[config.mk]
export PLATFORM = sky130hd
export DESIGN_NAME = pwm_pulse_array_flat
export DESIGN_NICKNAME = d
export VERILOG_FILES = /design/src/rtl/pwm_pulse_array_if.sv /design/src/rtl/pwm_pulse_array.sv /design/src/flat_wrapper.sv
export SDC_FILE = /design/constraint.sdc
export NUM_CORES = 2
export LEC_CHECK = 0
export ABC_AREA = 1
export CORE_MARGIN = 5
export CORE_UTILIZATION = 60
export CTS_CLUSTER_SIZE = 40
export DETAILED_ROUTE_END_ITERATION = 8
export PLACE_DENSITY = 0.95
export SYNTH_ARGS = -nofsm -noshare
export SYNTH_HDL_FRONTEND = slang
export SYNTH_SLANG_ARGS = --single-unit
[constraint.sdc]
create_clock -name io_clk -period 47.3 [get_ports io_clk]
set_input_delay 4.73 -clock io_clk [delete_from_list [all_inputs] [get_ports io_clk]]
set_output_delay 4.73 -clock io_clk [all_outputs]
set_load 0.03 [all_outputs]
[src/rtl/pwm_pulse_array_if.sv]
// Configuration and status bundle between the config bank and the pulse array.
// The master drives enables and per-channel config; the slave returns the pin and status vectors.
interface pwm_pulse_array_if #(
    parameter int CH_NUM    = 4,
    parameter int CNT_WIDTH = 32
);
    logic [CH_NUM-1:0]           io_en;
    logic [CH_NUM-1:0]           io_defaultLevel;
    logic [CH_NUM*CNT_WIDTH-1:0] io_delayWidth;
    logic [CH_NUM*CNT_WIDTH-1:0] io_pulseWidth;
    logic [CH_NUM*CNT_WIDTH-1:0] io_unaccessWidth;
    logic [CH_NUM*CNT_WIDTH-1:0] io_pusle_times;
    logic [CH_NUM-1:0]           io_pulseOut;
    logic [CH_NUM-1:0]           pulse_valid;
    logic [CH_NUM-1:0]           pulse_busy;
    logic [CH_NUM-1:0]           pulse_done;

    modport master (
        output io_en, io_defaultLevel, io_delayWidth, io_pulseWidth,
               io_unaccessWidth, io_pusle_times,
        input  io_pulseOut, pulse_valid, pulse_busy, pulse_done
    );

    modport slave (
        input  io_en, io_defaultLevel, io_delayWidth, io_pulseWidth,
               io_unaccessWidth, io_pusle_times,
        output io_pulseOut, pulse_valid, pulse_busy, pulse_done
    );
endinterface

[src/rtl/pwm_pulse_array.sv]
// CH_NUM independent burst/continuous pulse generators; all outputs registered and aligned with
// the FSM state (a start edge changes the outputs on that same clock edge); no backpressure.
module pwm_pulse_array #(
    parameter int CH_NUM    = 4,
    parameter int CNT_WIDTH = 32
) (
    input  logic             io_clk,
    input  logic             io_rst,
    pwm_pulse_array_if.slave bus
);
    typedef enum logic [1:0] {S_IDLE, S_DELAY, S_ACTIVE, S_GAP} state_t;

    localparam logic [CNT_WIDTH-1:0] ONE = CNT_WIDTH'(1);

    for (genvar i = 0; i < CH_NUM; i++) begin : g_ch
        logic [CNT_WIDTH-1:0] dly_in, pw_in, gw_in, times_in;
        logic                 en_in, dflt_in, start, last;
        state_t               state_q, state_d;
        logic                 en_q;
        logic [CNT_WIDTH-1:0] cnt_q, cnt_d, pcnt_q, pcnt_d;
        logic [CNT_WIDTH-1:0] pw_q, pw_d, gw_q, gw_d, times_q, times_d;
        logic                 dflt_q, dflt_d;
        logic                 out_q, out_d, valid_q, valid_d;
        logic                 busy_q, busy_d, done_q, done_d;

        assign en_in    = bus.io_en[i];
        assign dflt_in  = bus.io_defaultLevel[i];
        assign dly_in   = bus.io_delayWidth[i*CNT_WIDTH +: CNT_WIDTH];
        assign pw_in    = (bus.io_pulseWidth[i*CNT_WIDTH +: CNT_WIDTH] == '0) ? ONE
                        : bus.io_pulseWidth[i*CNT_WIDTH +: CNT_WIDTH];
        assign gw_in    = (bus.io_unaccessWidth[i*CNT_WIDTH +: CNT_WIDTH] == '0) ? ONE
                        : bus.io_unaccessWidth[i*CNT_WIDTH +: CNT_WIDTH];
        assign times_in = bus.io_pusle_times[i*CNT_WIDTH +: CNT_WIDTH];

        assign start = en_in & ~en_q;
        // Compare against times-1 so an all-ones pulse count never overflows the counter.
        assign last  = (times_q != '0) && (pcnt_q == times_q - ONE);

        always_comb begin
            state_d = state_q;
            cnt_d   = cnt_q;
            pcnt_d  = pcnt_q;
            pw_d    = pw_q;
            gw_d    = gw_q;
            times_d = times_q;
            dflt_d  = dflt_q;
            out_d   = dflt_q;
            valid_d = 1'b0;
            busy_d  = 1'b1;
            done_d  = 1'b0;

            unique case (state_q)
                S_IDLE: begin
                    out_d  = dflt_in;
                    busy_d = 1'b0;
                    cnt_d  = '0;
                    pcnt_d = '0;
                    if (start) begin
                        pw_d    = pw_in;
                        gw_d    = gw_in;
                        times_d = times_in;
                        dflt_d  = dflt_in;
                        busy_d  = 1'b1;
                        if (dly_in != '0) begin
                            state_d = S_DELAY;
                            cnt_d   = dly_in;
                        end else begin
                            state_d = S_ACTIVE;
                            cnt_d   = pw_in;
                            out_d   = ~dflt_in;
                            valid_d = 1'b1;
                        end
                    end
                end
                S_DELAY: begin
                    if (cnt_q == ONE) begin
                        state_d = S_ACTIVE;
                        cnt_d   = pw_q;
                        out_d   = ~dflt_q;
                        valid_d = 1'b1;
                    end else begin
                        cnt_d = cnt_q - ONE;
                    end
                end
                S_ACTIVE: begin
                    out_d   = ~dflt_q;
                    valid_d = 1'b1;
                    if (cnt_q == ONE) begin
                        valid_d = 1'b0;
                        if (last) begin
                            state_d = S_IDLE;
                            cnt_d   = '0;
                            pcnt_d  = '0;
                            out_d   = dflt_in;
                            busy_d  = 1'b0;
                            done_d  = 1'b1;
                        end else begin
                            state_d = S_GAP;
                            cnt_d   = gw_q;
                            out_d   = dflt_q;
                            if (pcnt_q != '1) pcnt_d = pcnt_q + ONE;
                        end
                    end else begin
                        cnt_d = cnt_q - ONE;
                    end
                end
                S_GAP: begin
                    if (cnt_q == ONE) begin
                        state_d = S_ACTIVE;
                        cnt_d   = pw_q;
                        out_d   = ~dflt_q;
                        valid_d = 1'b1;
                    end else begin
                        cnt_d = cnt_q - ONE;
                    end
                end
            endcase

            // Abort outranks everything, including completion of the final pulse.
            if ((state_q != S_IDLE) && !en_in) begin
                state_d = S_IDLE;
                cnt_d   = '0;
                pcnt_d  = '0;
                out_d   = dflt_in;
                valid_d = 1'b0;
                busy_d  = 1'b0;
                done_d  = 1'b0;
            end
        end

        always_ff @(posedge io_clk or posedge io_rst) begin
            if (io_rst) begin
                state_q <= S_IDLE;
                en_q    <= 1'b0;
                cnt_q   <= '0;
                pcnt_q  <= '0;
                pw_q    <= '0;
                gw_q    <= '0;
                times_q <= '0;
                dflt_q  <= 1'b0;
                out_q   <= 1'b0;
                valid_q <= 1'b0;
                busy_q  <= 1'b0;
                done_q  <= 1'b0;
            end else begin
                state_q <= state_d;
                en_q    <= en_in;
                cnt_q   <= cnt_d;
                pcnt_q  <= pcnt_d;
                pw_q    <= pw_d;
                gw_q    <= gw_d;
                times_q <= times_d;
                dflt_q  <= dflt_d;
                out_q   <= out_d;
                valid_q <= valid_d;
                busy_q  <= busy_d;
                done_q  <= done_d;
            end
        end

        assign bus.io_pulseOut[i] = out_q;
        assign bus.pulse_valid[i] = valid_q;
        assign bus.pulse_busy[i]  = busy_q;
        assign bus.pulse_done[i]  = done_q;
    end
endmodule

[src/flat_wrapper.sv]
// flat-port wrapper written by rule: the top's interface ports become plain ports
module pwm_pulse_array_flat 
#(
    parameter int CH_NUM    = 4,
    parameter int CNT_WIDTH = 32
)
  (io_clk, io_rst, bus_io_en, bus_io_defaultLevel, bus_io_delayWidth, bus_io_pulseWidth, bus_io_unaccessWidth, bus_io_pusle_times, bus_io_pulseOut, bus_pulse_valid, bus_pulse_busy, bus_pulse_done);
  pwm_pulse_array_if #(.CH_NUM(CH_NUM), .CNT_WIDTH(CNT_WIDTH)) bus_i ();
  input  logic io_clk;
  input  logic io_rst;
  input wire logic [$bits(bus_i.io_en)-1:0] bus_io_en;
  input wire logic [$bits(bus_i.io_defaultLevel)-1:0] bus_io_defaultLevel;
  input wire logic [$bits(bus_i.io_delayWidth)-1:0] bus_io_delayWidth;
  input wire logic [$bits(bus_i.io_pulseWidth)-1:0] bus_io_pulseWidth;
  input wire logic [$bits(bus_i.io_unaccessWidth)-1:0] bus_io_unaccessWidth;
  input wire logic [$bits(bus_i.io_pusle_times)-1:0] bus_io_pusle_times;
  output wire logic [$bits(bus_i.io_pulseOut)-1:0] bus_io_pulseOut;
  output wire logic [$bits(bus_i.pulse_valid)-1:0] bus_pulse_valid;
  output wire logic [$bits(bus_i.pulse_busy)-1:0] bus_pulse_busy;
  output wire logic [$bits(bus_i.pulse_done)-1:0] bus_pulse_done;
  assign bus_i.io_en = bus_io_en;
  assign bus_i.io_defaultLevel = bus_io_defaultLevel;
  assign bus_i.io_delayWidth = bus_io_delayWidth;
  assign bus_i.io_pulseWidth = bus_io_pulseWidth;
  assign bus_i.io_unaccessWidth = bus_io_unaccessWidth;
  assign bus_i.io_pusle_times = bus_io_pusle_times;
  assign bus_io_pulseOut = bus_i.io_pulseOut;
  assign bus_pulse_valid = bus_i.pulse_valid;
  assign bus_pulse_busy = bus_i.pulse_busy;
  assign bus_pulse_done = bus_i.pulse_done;
  pwm_pulse_array #(.CH_NUM(CH_NUM), .CNT_WIDTH(CNT_WIDTH)) u_core (.io_clk(io_clk), .io_rst(io_rst), .bus(bus_i));
endmodule
==> results.yml <==
final_layout:
  drive_gt1_share_pct: 4.37
  syn_to_final_growth_pct: 18.9
  nets: 7558
timing:
  fmax_ghz: 0.126
  setup_viol: 0
  whs_ns: 0.470
  skew_ns: 0.0208
  hold_violations: 0
  period_needed_ns: 7.95
  worst_pin_slew_ns: 1.19
  rsz0062_at_grt: "no"
  fin_crit_sh_pct: 16.8
  maxSlewViolCount: 0
  setup_tns_ns: 0
  relSlewSlack_pct: 20.3
synthesis:
  postSynthAreaPerCell_um2: 6.73
  ys.flop_type: "dfrtp_1"
  synth_nets: 7171
  synth_edf_count: 0
  ys_seq_area_share_pct: 37.6
  netlist_area_um2: 44700
  yosysWarnings: 0
  synth_cells: 6633
  async_reset_ff_share_pct: 100
  synth-seq-cells: 672
  synthDistinctLibCells: 68
job:
  drv_cap: 0
global_route:
  first_global_vias: 46532
  grt_antenna_before_repair: 6
  grt_max_degree: 107
  grt_pass1_wl_mm: 247
  grt.total_usage_pct: 38.3
  overflow: 0
routing:
  viasPerCell: 6.07
  postRouteWirelength_mm: 159
  drc_errors: 0
  ant_nets: 0
  dr.pass1.iters: 7
  routedWlPerCell_um: 19.8
  drt_first_iter_violations: 6858
  via_count: 48905
placement:
  port_buffers: 537
  place.detailed.hpwl_mm: 118
  place.gp.congestion: 1.02
power_and_ir_drop:
  p_per_area_nw_per_um2: 54.7
  ir_worst_vdd_mv: 0.0380
  power_mw: 2.91
  leakage_nw: 24.8
critical_path:
  cpLargestDelayFamily: "buffers and inverters"
  cpMostUsedCell: "buf_4"
  cp_cell_sequence: "clkdlybuf4s50_1, inv_8, buf_4, buf_4, buf_4"
  cp_slowest_cell: "buf_4"
  worstSetupPathType: "in2async"
  startpoint_type: "primary input"
  crit_required_ns: 47.91
  cp_num_buf_inv: 5
  arrival_ns: 8.56
  critPathMaxStageDelay_ns: 0.89
  worstSetupEndpointType: "async pin"
  path_max_fanout: 106
die:
  start_util_pct: 60.2
  die_w_um: 283
  die_area_um2: 80000
  fp.coreArea_um2: 74200
  rows: 100
  io_pins: 538
  die_h_um: 283
worst_hold_path:
  hold_class: "reg2reg"
clock_network:
  cts_setup_buffers: 0
  cts_tree: "built"
  ctsHoldBuffers: 0
  htreeDepth: 3
  ctsResizeCount: 0
  cts_buffer_depth: 3
  worstSkewPairLatency_ns: 0.63
  clk_pin_slew_ns: 0.06
  numCtsBuffers: 75
  cts_sinks: 672
  root_buffer: "clkbuf_16"
run_status:
  status: "finished clean"
-- Yosys cell counts (19+ instances only) --
cell | n | area share [%]
dfrtp_1 | 672 | 38
buf_4 | 25 | 0.42
inv_1 | 654 | 5.5
nand3_1 | 258 | 2.9
nand3b_1 | 26 | 0.44
o21ai_0 | 469 | 5.3
xnor2_1 | 99 | 1.9
nor2_1 | 868 | 7.3
clkbuf_1 | 198 | 1.7
o21ai_1 | 75 | 0.84
nor2_2 | 31 | 0.43
inv_2 | 19 | 0.16
nor4_1 | 140 | 2.0
a21oi_1 | 182 | 2.0
a211oi_1 | 22 | 0.37
o211ai_1 | 19 | 0.32
nand2_1 | 2059 | 17
xor2_1 | 197 | 3.9
nor3_1 | 118 | 1.3
buf_2 | 25 | 0.28
nand4_1 | 217 | 3.0
-- report_power, final --
group	switching, mW	internal, mW	leakage (nW)
combinational	0.833	0.432	14.9
sequential	0.206	0.794	8.60
clock	0.257	0.384	1.30
total	1.30	1.61	24.8
-- registers in the layout, indices dropped and copies added, names as in the netlist --
name                 cells
u_core.g_ch.state_q      8
u_core.g_ch.pw_q       128
u_core.g_ch.dflt_q       4
u_core.g_ch.out_q        4
u_core.g_ch.times_q    128
u_core.g_ch.cnt_q      128
u_core.g_ch.done_q       4
u_core.g_ch.valid_q      4
u_core.g_ch.pcnt_q     128
u_core.g_ch.gw_q       128
u_core.g_ch.busy_q       4
u_core.g_ch.en_q         4
-- worst min-delay path, stage by stage (launching register included) --
cell	delay, ns
dfrtp_1	0.34
nand2_1	0.05
nand2_1	0.05
-- worst paths after layout --
path,startpoint,to,slack [ns],cells past startpoint
setup / recovery,io_rst,u_core.g_ch[2].times_q[26],39.35,5
hold / removal,u_core.g_ch[0].pw_q[19],u_core.g_ch[0].pw_q[19],0.47,2
setup reg to reg,u_core.g_ch[1].cnt_q[29],u_core.g_ch[1].pcnt_q[16],42.52,14
hold reg to reg,u_core.g_ch[0].pw_q[19],u_core.g_ch[0].pw_q[19],0.47,2
max in group io_clk,bus_io_en[3],u_core.g_ch[3].cnt_q[7],39.62,11
min in group asynchronous,io_rst,u_core.g_ch[1].busy_q,4.66,2
-- kinds of logic after synthesis --
kind of cell	share of synthesized area (%)
buf+inv	8.50
simple gates	36.2
fa+ha+maj	0.448
compound gates	11.1
xor+xnor	6.10
flops	37.6
-- layer usage --
metal,vias to the layer above,share of wire [%],GRT usage [%]
met5,-,0.0044,0
met4,2,5.6,18.1
met3,670,12,9.78
met2,3348,45,59.9
met1,22622,38,50.2
li1,22263,-,-
-- layout by cell type, fill, tap and decap left out, types with 22 or more instances in the layout --
cell type	count
o21ai_0	469
inv_1	651
buf_4	43
xor2_1	197
clkdlybuf4s50_1	537
nor4_1	140
nand4_1	217
nand3b_1	26
a21oi_1	182
nor2_1	855
a211oi_1	22
nor2_2	39
xnor2_1	99
nand3_1	258
inv_2	22
clkbuf_16	78
nor3_1	118
dfrtp_1	672
nand2_1	2059
o21ai_1	75
-- final cells by class --
| type | instances | area (um^2) |
|---|---|---|
| inverter | 688 | 2590 |
| multi-input combinational | 5003 | 24100 |
| antenna | 4 | 10.0 |
| timing repair buffer | 580 | 5700 |
| sequential | 672 | 16800 |
| clock buffer | 99 | 2160 |
| clock inverter | 36 | 528 |
| tap | 969 | 1210 |
| fill | 5831 | 21100 |
-- stage by stage --
| stage | setup slack (ns) | area [um^2] | std cells | util (%) |
|---|---|---|---|---|
| 2_1_floorplan | 23.73 | 44700 | 6633 | - |
| 3_3_place_gp | 38.66 | 50400 | 7912 | 68.0 |
| 3_5_place_dp | 38.59 | 50400 | 7912 | 68.0 |
| 4_1_cts | 39.25 | 53100 | 8047 | 71.6 |
| 5_1_grt | 38.76 | 53100 | 8049 | 71.6 |
| 6_report | 39.35 | 53100 | 8051 | 71.6 |
Note: power is estimated with default switching activity, not from simulation.
